[src/rtl/riscv_pkg.sv]
// Shared rename-stage sizing: physical register count, reset architectural mapping
// width and the preg index/count types used across the rename stage.
package riscv_pkg;

  localparam int unsigned NUM_PREGS      = 64;
  localparam int unsigned NUM_ARCH       = 32;
  localparam int unsigned NUM_FREE_PORTS = 2;
  localparam int unsigned PREG_W         = $clog2(NUM_PREGS);
  localparam int unsigned PREG_COUNT_W   = PREG_W + 1;

  typedef logic [PREG_W-1:0]       preg_idx_t;
  typedef logic [PREG_COUNT_W-1:0] preg_count_t;

endpackage

[src/rtl/phys_reg_freelist_if.sv]
// Rename/commit-side bundle of the physical register free list: allocation grant,
// commit, release ports, flush and the free count.
interface phys_reg_freelist_if #(
  parameter int unsigned NUM_PREGS      = 64,
  parameter int unsigned NUM_FREE_PORTS = 2
);

  localparam int unsigned IDX_W = $clog2(NUM_PREGS);

  logic                                  alloc_req;
  logic                                  alloc_valid;
  logic [IDX_W-1:0]                      alloc_preg;
  logic                                  commit_valid;
  logic [IDX_W-1:0]                      commit_preg;
  logic [NUM_FREE_PORTS-1:0]             free_valid;
  logic [NUM_FREE_PORTS-1:0][IDX_W-1:0]  free_preg;
  logic                                  flush;
  logic [IDX_W:0]                        free_count;

  modport master (
    output alloc_req, commit_valid, commit_preg, free_valid, free_preg, flush,
    input  alloc_valid, alloc_preg, free_count
  );

  modport slave (
    input  alloc_req, commit_valid, commit_preg, free_valid, free_preg, flush,
    output alloc_valid, alloc_preg, free_count
  );

endinterface

[src/rtl/priority_encoder.sv]
// Combinational priority encoder: index of the lowest set bit and, when TWO_SIDE
// is set, of the highest set bit. Both indices read zero when no bit is set.
module priority_encoder #(
  parameter int unsigned WIDTH    = 64,
  parameter bit          TWO_SIDE = 1'b0
) (
  input  logic [WIDTH-1:0]         req,
  output logic [$clog2(WIDTH)-1:0] out_LSB,
  output logic [$clog2(WIDTH)-1:0] out_MSB,
  output logic                     valid
);

  localparam int unsigned OUT_W = $clog2(WIDTH);

  always_comb begin
    out_LSB = '0;
    out_MSB = '0;
    valid   = |req;
    // Scan from opposite ends so the last hit wins: lowest for LSB, highest for MSB.
    for (int unsigned i = 0; i < WIDTH; i++) begin
      if (req[WIDTH-1-i]) begin
        out_LSB = OUT_W'(WIDTH-1-i);
      end
      if (TWO_SIDE && req[i]) begin
        out_MSB = OUT_W'(i);
      end
    end
  end

endmodule

[src/rtl/phys_reg_freelist.sv]
// Physical register free list: speculative and committed free bitmaps, lowest-index
// grant each cycle, release/commit at retirement and rollback to the committed map on flush.
module phys_reg_freelist
  import riscv_pkg::*;
#(
  parameter int unsigned NUM_PREGS      = riscv_pkg::NUM_PREGS,
  parameter int unsigned NUM_ARCH       = riscv_pkg::NUM_ARCH,
  parameter int unsigned NUM_FREE_PORTS = riscv_pkg::NUM_FREE_PORTS
) (
  input  logic                 clk,
  input  logic                 rst,
  phys_reg_freelist_if.slave   bus
);

  localparam int unsigned IDX_W = $clog2(NUM_PREGS);
  localparam int unsigned CNT_W = IDX_W + 1;
  localparam logic [NUM_PREGS-1:0] RESET_MAP   = {NUM_PREGS{1'b1}} << NUM_ARCH;
  localparam logic [CNT_W-1:0]     RESET_COUNT = CNT_W'(NUM_PREGS - NUM_ARCH);

  logic [NUM_PREGS-1:0] spec_free;
  logic [NUM_PREGS-1:0] arch_free;
  logic [NUM_PREGS-1:0] spec_free_nxt;
  logic [NUM_PREGS-1:0] arch_free_nxt;
  logic [CNT_W-1:0]     free_count_q;
  logic [CNT_W-1:0]     free_count_nxt;
  logic [CNT_W-1:0]     release_cnt;
  logic [IDX_W-1:0]     grant_lsb;
  logic [IDX_W-1:0]     grant_msb;
  logic                 grant_valid;
  logic                 alloc_fire;

  priority_encoder #(
    .WIDTH    (NUM_PREGS),
    .TWO_SIDE (1'b1)
  ) u_grant_enc (
    .req     (spec_free),
    .out_LSB (grant_lsb),
    .out_MSB (grant_msb),
    .valid   (grant_valid)
  );

  // Grant depends only on registered state so rename sees no input-to-output path.
  assign bus.alloc_valid = grant_valid;
  assign bus.alloc_preg  = grant_lsb;
  assign bus.free_count  = free_count_q;

  always_comb begin
    alloc_fire     = bus.alloc_req && grant_valid && !bus.flush;
    spec_free_nxt  = spec_free;
    arch_free_nxt  = arch_free;
    release_cnt    = '0;
    free_count_nxt = free_count_q;

    for (int unsigned k = 0; k < NUM_FREE_PORTS; k++) begin
      if (bus.free_valid[k]) begin
        spec_free_nxt[bus.free_preg[k]] = 1'b1;
        arch_free_nxt[bus.free_preg[k]] = 1'b1;
        release_cnt                     = release_cnt + CNT_W'(1);
      end
    end

    if (bus.commit_valid) begin
      arch_free_nxt[bus.commit_preg] = 1'b0;
    end

    if (alloc_fire) begin
      spec_free_nxt[grant_lsb] = 1'b0;
    end

    // Flush picks up this cycle's commit and release updates to the committed map.
    if (bus.flush) begin
      spec_free_nxt  = arch_free_nxt;
      free_count_nxt = CNT_W'($countones(arch_free_nxt));
    end else begin
      free_count_nxt = free_count_q + release_cnt - CNT_W'(alloc_fire);
    end
  end

  always_ff @(posedge clk or posedge rst) begin
    if (rst) begin
      spec_free    <= RESET_MAP;
      arch_free    <= RESET_MAP;
      free_count_q <= RESET_COUNT;
    end else begin
      spec_free    <= spec_free_nxt;
      arch_free    <= arch_free_nxt;
      free_count_q <= free_count_nxt;
    end
  end

  always_ff @(posedge clk) begin
    if (!rst) begin
      assert (32'(free_count_q) == $countones(spec_free))
        else $error("free_count %0d disagrees with spec_free popcount %0d",
                    free_count_q, $countones(spec_free));
      assert ((spec_free & ~arch_free) == '0)
        else $error("spec_free holds a preg that is live in arch_free");
      assert (!grant_valid || (grant_msb >= grant_lsb))
        else $error("grant encoder LSB %0d above MSB %0d", grant_lsb, grant_msb);
      assert (!bus.commit_valid || arch_free[bus.commit_preg])
        else $error("commit of preg %0d already live", bus.commit_preg);
      for (int unsigned k = 0; k < NUM_FREE_PORTS; k++) begin
        assert (!bus.free_valid[k] || !arch_free[bus.free_preg[k]])
          else $error("release of preg %0d already free on port %0d", bus.free_preg[k], k);
        for (int unsigned j = k + 1; j < NUM_FREE_PORTS; j++) begin
          assert (!(bus.free_valid[k] && bus.free_valid[j] && (bus.free_preg[k] == bus.free_preg[j])))
            else $error("ports %0d and %0d release the same preg %0d", k, j, bus.free_preg[k]);
        end
      end
    end
  end

endmodule
[src/flat_wrapper.sv]
// flat-port wrapper written by rule: the top's interface ports become plain ports
module phys_reg_freelist_flat import riscv_pkg::*;
#(
  parameter int unsigned NUM_PREGS      = riscv_pkg::NUM_PREGS,
  parameter int unsigned NUM_ARCH       = riscv_pkg::NUM_ARCH,
  parameter int unsigned NUM_FREE_PORTS = riscv_pkg::NUM_FREE_PORTS
)
  (clk, rst, bus_alloc_req, bus_commit_valid, bus_commit_preg, bus_free_valid, bus_free_preg, bus_flush, bus_alloc_valid, bus_alloc_preg, bus_free_count);
  phys_reg_freelist_if #(.NUM_PREGS(NUM_PREGS), .NUM_FREE_PORTS(NUM_FREE_PORTS)) bus_i ();
  input  logic clk;
  input  logic rst;
  input wire logic [$bits(bus_i.alloc_req)-1:0] bus_alloc_req;
  input wire logic [$bits(bus_i.commit_valid)-1:0] bus_commit_valid;
  input wire logic [$bits(bus_i.commit_preg)-1:0] bus_commit_preg;
  input wire logic [$bits(bus_i.free_valid)-1:0] bus_free_valid;
  input wire logic [$bits(bus_i.free_preg)-1:0] bus_free_preg;
  input wire logic [$bits(bus_i.flush)-1:0] bus_flush;
  output wire logic [$bits(bus_i.alloc_valid)-1:0] bus_alloc_valid;
  output wire logic [$bits(bus_i.alloc_preg)-1:0] bus_alloc_preg;
  output wire logic [$bits(bus_i.free_count)-1:0] bus_free_count;
  assign bus_i.alloc_req = bus_alloc_req;
  assign bus_i.commit_valid = bus_commit_valid;
  assign bus_i.commit_preg = bus_commit_preg;
  assign bus_i.free_valid = bus_free_valid;
  assign bus_i.free_preg = bus_free_preg;
  assign bus_i.flush = bus_flush;
  assign bus_alloc_valid = bus_i.alloc_valid;
  assign bus_alloc_preg = bus_i.alloc_preg;
  assign bus_free_count = bus_i.free_count;
  phys_reg_freelist #(.NUM_PREGS(NUM_PREGS), .NUM_ARCH(NUM_ARCH), .NUM_FREE_PORTS(NUM_FREE_PORTS)) u_core (.clk(clk), .rst(rst), .bus(bus_i));
endmodule
[config.mk]
export PLATFORM = sky130hd
export DESIGN_NAME = phys_reg_freelist_flat
export DESIGN_NICKNAME = d
export VERILOG_FILES = /design/src/rtl/riscv_pkg.sv /design/src/rtl/phys_reg_freelist_if.sv /design/src/rtl/priority_encoder.sv /design/src/rtl/phys_reg_freelist.sv /design/src/flat_wrapper.sv
export SDC_FILE = /design/constraint.sdc
export NUM_CORES = 1
export LEC_CHECK = 0
export ABC_AREA = 1
export CAP_MARGIN = 0
export CORE_ASPECT_RATIO = 0.9
export CORE_UTILIZATION = 40
export CTS_CLUSTER_SIZE = 28
export DETAILED_ROUTE_END_ITERATION = 10
export GPL_TIMING_DRIVEN = 0
export PLACE_DENSITY = 0.59
export RECOVER_POWER = 100
export SLEW_MARGIN = 30
export SYNTH_ARGS = -nofsm -noshare
export SYNTH_HDL_FRONTEND = slang
export SYNTH_SLANG_ARGS = --single-unit
[constraint.sdc]
create_clock -name clk -period 7.4 [get_ports clk]
set_input_delay 1.48 -clock clk [delete_from_list [all_inputs] [get_ports clk]]
set_output_delay 1.48 -clock clk [all_outputs]
set_load 0.02 [all_outputs]
==> flow_summary_export.csv, run 1 <==
group,metric,value,unit
setup_path,setup.worst_path.start_class,"input pin",
synthesis,synth.cell_area,11000,um^2
synthesis,postSynthRegisterBits,135,
floorplanning,initial_core_util,40.7,%
timing,min_period,7.53,ns
timing,fin_worst_skew,0.0184,ns
detailed_routing,drtAntennaViolNets,0,
synthesis,synth.most_common_cell,"sky130_fd_sc_hd__nand2_1",
setup_path,crit_arrival,7.91,ns
timing,fin_ws,-0.129,ns
cts,clk_pin_slew,0.06,ns
final_layout,fillers,2429,
job,timing.max_cap.violations,1,
synthesis,postSynthCellCount,1574,
global_routing,first_pass_grt_wire_length,69000,um
cts,cts_max_level,4,
place,place_area,12100,um^2
setup_path,timing.critical_path.max_delay_family,"adder cells",
setup_path,worstPathRequired,7.78,ns
setup_path,timing_worst_setup_path_type,"input pin to flop",
synthesis,yosysTopAreaCell,"sky130_fd_sc_hd__nand2_1",
status,run_status,"finished with violations",
floorplanning,ioPinCount,39,
timing,period_share,102,%
setup_path,worst-path-max-fanout,6,
timing,relSlewSlack,-119,%
cts,clock-sinks,135,
setup_path,worst_path_largest_cell_delay,0.61,ns
detailed_routing,drt_iter0_markers,1241,
timing,finalHoldViolCount,0,
synthesis,synth-async-reset-ratio,100,%
floorplanning,dieHeight,159,um
timing,maxSlewViolCount,67,
final_layout,insertedDiodeCount,0,
place,placement.setup.worst_slack,-1.88,ns
global_routing,globalRouteOverflowTotal,0,
timing,rsz0062_at_grt,"true",
setup_path,worst-path-buf-inv,10,
place,buffer_ports.inserted,38,
place,hpwl,33200,um
detailed_routing,drtPass1Iterations,5,
global_routing,antenna_found_initial,0,
floorplanning,fp.dieArea,28200,um^2
setup_path,crit_top_cell,"sky130_fd_sc_hd__fa_1",
setup_path,timing.critical_path.depth,30,
hold_path,hold_path.class,"flop to flop",
setup_path,rr_worst_depth,51,
status,violations,"max-capacitance violations, max-slew violations, negative setup slack",
detailed_routing,drt_wl_total,46900,um
final_layout,number_of_nets_in_the_finished_design,1974,
synthesis,synth.area.top_cells,"sky130_fd_sc_hd__nand2_1 (16%), sky130_fd_sc_hd__dfrtp_1 (16%), sky130_fd_sc_hd__dfstp_2 (16%)",
timing,setup_viol_count_final,3,
cts,cts_tree,"built",
detailed_routing,vias,11808,
cts,clock_insertion_delay_worst_skew,0.45,ns
floorplanning,design.core.area,27000,um^2
final_layout,proportion_of_layout_cells_with_a_drive_suffix_above_1,31.3,%
final_layout,stdcell_area,15500,um^2
cts,numCtsBuffers,17,
synthesis,ys_warn_count,0,
floorplanning,floorplan.rows,57,
cts,hold_buffers,0,
hold_path,hold-path-cell-count,2,
synthesis,synth-edff-count,0,
synthesis,synth.avg_cell_area,6.99,um^2
floorplanning,die-width,177,um
detailed_routing,drc_errors,0,
detailed_routing,routed_via_density,5.36,
global_routing,via_count_of_the_first_global_routing_pass,11243,
place,routabilityCongestion,1.04,
cts,ctsRootBufferMaster,"sky130_fd_sc_hd__clkbuf_16",
synthesis,synth.lib_cells_used.distinct,38,
synthesis,seq_area_frac_synth,31.5,%
timing,worst_pin_slew,3.26,ns
synthesis,synth-main-ff-cell,"sky130_fd_sc_hd__dfrtp_1",
final_layout,sequential_cell_area,3460,um^2
global_routing,grt_start_max_net_pins,70,
final_layout,area_growth,40.8,%
setup_path,cp-end-kind,"flop",
timing,fmaxAchievable,0.133,GHz
cts,clk_path_buf_depth,2,
global_routing,global_route.usage.total,33.9,%
synthesis,synth.top_cells.by_count,"sky130_fd_sc_hd__nand2_1 (472), sky130_fd_sc_hd__inv_1 (383), sky130_fd_sc_hd__nor2_1 (137)",
final_layout,multiInputGateArea,7140,um^2
synthesis,synthDominantCellAreaShare,16.1,%
setup_path,crit_slowest_cell,"sky130_fd_sc_hd__fa_1",
detailed_routing,detail_route.wl_per_cell,21.3,um
synthesis,postSynthNetCount,1712,
## cells in the final DEF, fill, tap and decap left out, types with 18 or more instances in the layout
master	instances
sky130_fd_sc_hd__nand4_1	35
sky130_fd_sc_hd__inv_1	316
sky130_fd_sc_hd__clkbuf_16	18
sky130_fd_sc_hd__o21ai_0	51
sky130_fd_sc_hd__a22oi_2	19
sky130_fd_sc_hd__clkbuf_1	22
sky130_fd_sc_hd__a21oi_1	24
sky130_fd_sc_hd__ha_1	39
sky130_fd_sc_hd__nor2_1	91
sky130_fd_sc_hd__nor2_4	31
sky130_fd_sc_hd__buf_6	29
sky130_fd_sc_hd__dfrtp_1	70
sky130_fd_sc_hd__dfstp_2	65
sky130_fd_sc_hd__nand3_1	38
sky130_fd_sc_hd__inv_2	48
sky130_fd_sc_hd__nor3_4	37
sky130_fd_sc_hd__nand2_1	457
sky130_fd_sc_hd__buf_4	181
sky130_fd_sc_hd__fa_1	47
## layout make-up
cell class | count | area share [%]
buffer | 31 | 1.20
clock buffer | 19 | 2.86
multi-input combinational | 1022 | 46.1
tap | 354 | 2.86
inverter | 386 | 9.83
timing repair buffer | 243 | 13.8
sequential | 135 | 22.3
clock inverter | 13 | 0.929
## path summary, 6_finish.rpt
| kind | startpoint | end | slack, ns |
|---|---|---|---|
| max | bus_free_preg[3] | u_core.bus.free_count[5]$_DFF_PP1_ | -0.13 |
| min | u_core.arch_free[19]$_DFF_PP0_ | u_core.arch_free[19]$_DFF_PP0_ | 0.54 |
| max reg2reg | u_core.arch_free[26]$_DFF_PP0_ | u_core.spec_free[26]$_DFF_PP0_ | 1.28 |
| min reg2reg | u_core.arch_free[19]$_DFF_PP0_ | u_core.arch_free[19]$_DFF_PP0_ | 0.54 |
| max in group asynchronous | rst | u_core.arch_free[2]$_DFF_PP0_ | 3.47 |
| min in group asynchronous | rst | u_core.bus.free_count[0]$_DFF_PP0_ | 2.48 |
## worst min-delay path: cells and delay by family, from the launching register on
kind,cells,cell delay [ns]
buf+inv,1,0.09
compound gates,1,0.08
flops,1,0.32
## sequential cells by signal (all words and copies together), names as in the netlist
signal / count
u_core.spec_free: 64
u_core.bus.free_count: 7
u_core.arch_free: 64
## stage by stage
step | hold WS [ns] | utilization (%) | std cells | setup TNS, ns
2_1_floorplan | 0.478 | - | 1574 | 0
3_3_place_gp | 0.507 | 44.3 | 1966 | -23.37
3_5_place_dp | 0.517 | 44.6 | 1971 | -10.35
4_1_cts | 0.533 | 54.4 | 2151 | -0.208
5_1_grt | 0.563 | 57.3 | 2203 | -1.04
6_report | 0.535 | 57.3 | 2203 | -0.168
## timing repair
action	in CTS	in global routing
setup endpoints to repair	7	8
setup buffers	148	53
gates resized for setup	358	121
pin swaps	88	46
## cells by family (layout without fill, tap and decap cells)
family | Yosys count | in the layout | share of synthesized area (%)
AOI/OAI and AO/OA | 168 | 168 | 9.55
adders and majority gates | 113 | 113 | 17.0
buffers and inverters | 417 | 692 | 14.5
and+or+nand+nor | 737 | 737 | 27.2
DFF | 135 | 135 | 31.5
xor gates and xnor gates | 4 | 4 | 0.319
## routing by layer
metal	share of wire, %	wire, um	track usage [%]
met3	11	5080	8.00
met4	5.0	2330	16.3
met2	43	20300	49.9
met5	0	0	0
met1	41	19100	46.6
Power of run 1 is not shown: default switching activity piles up to over one toggle a cycle in this logic, so the estimate is an artifact.
==> inputs of run 2 (changes only) <==
GPL_ROUTABILITY_DRIVEN = 1   (was default)
==> results of run 2 <==
Same layout as run 1: the final DEF is identical, and so are final timing and power.
Power of run 2 is left out for the same reason.
==> inputs of run 3 (changes only) <==
CTS_CLUSTER_DIAMETER = 40   (was default)
==> results of run 3 <==
Same layout as run 1: the final DEF is identical, and so are final timing and power.
Power of run 3 is left out for the same reason.
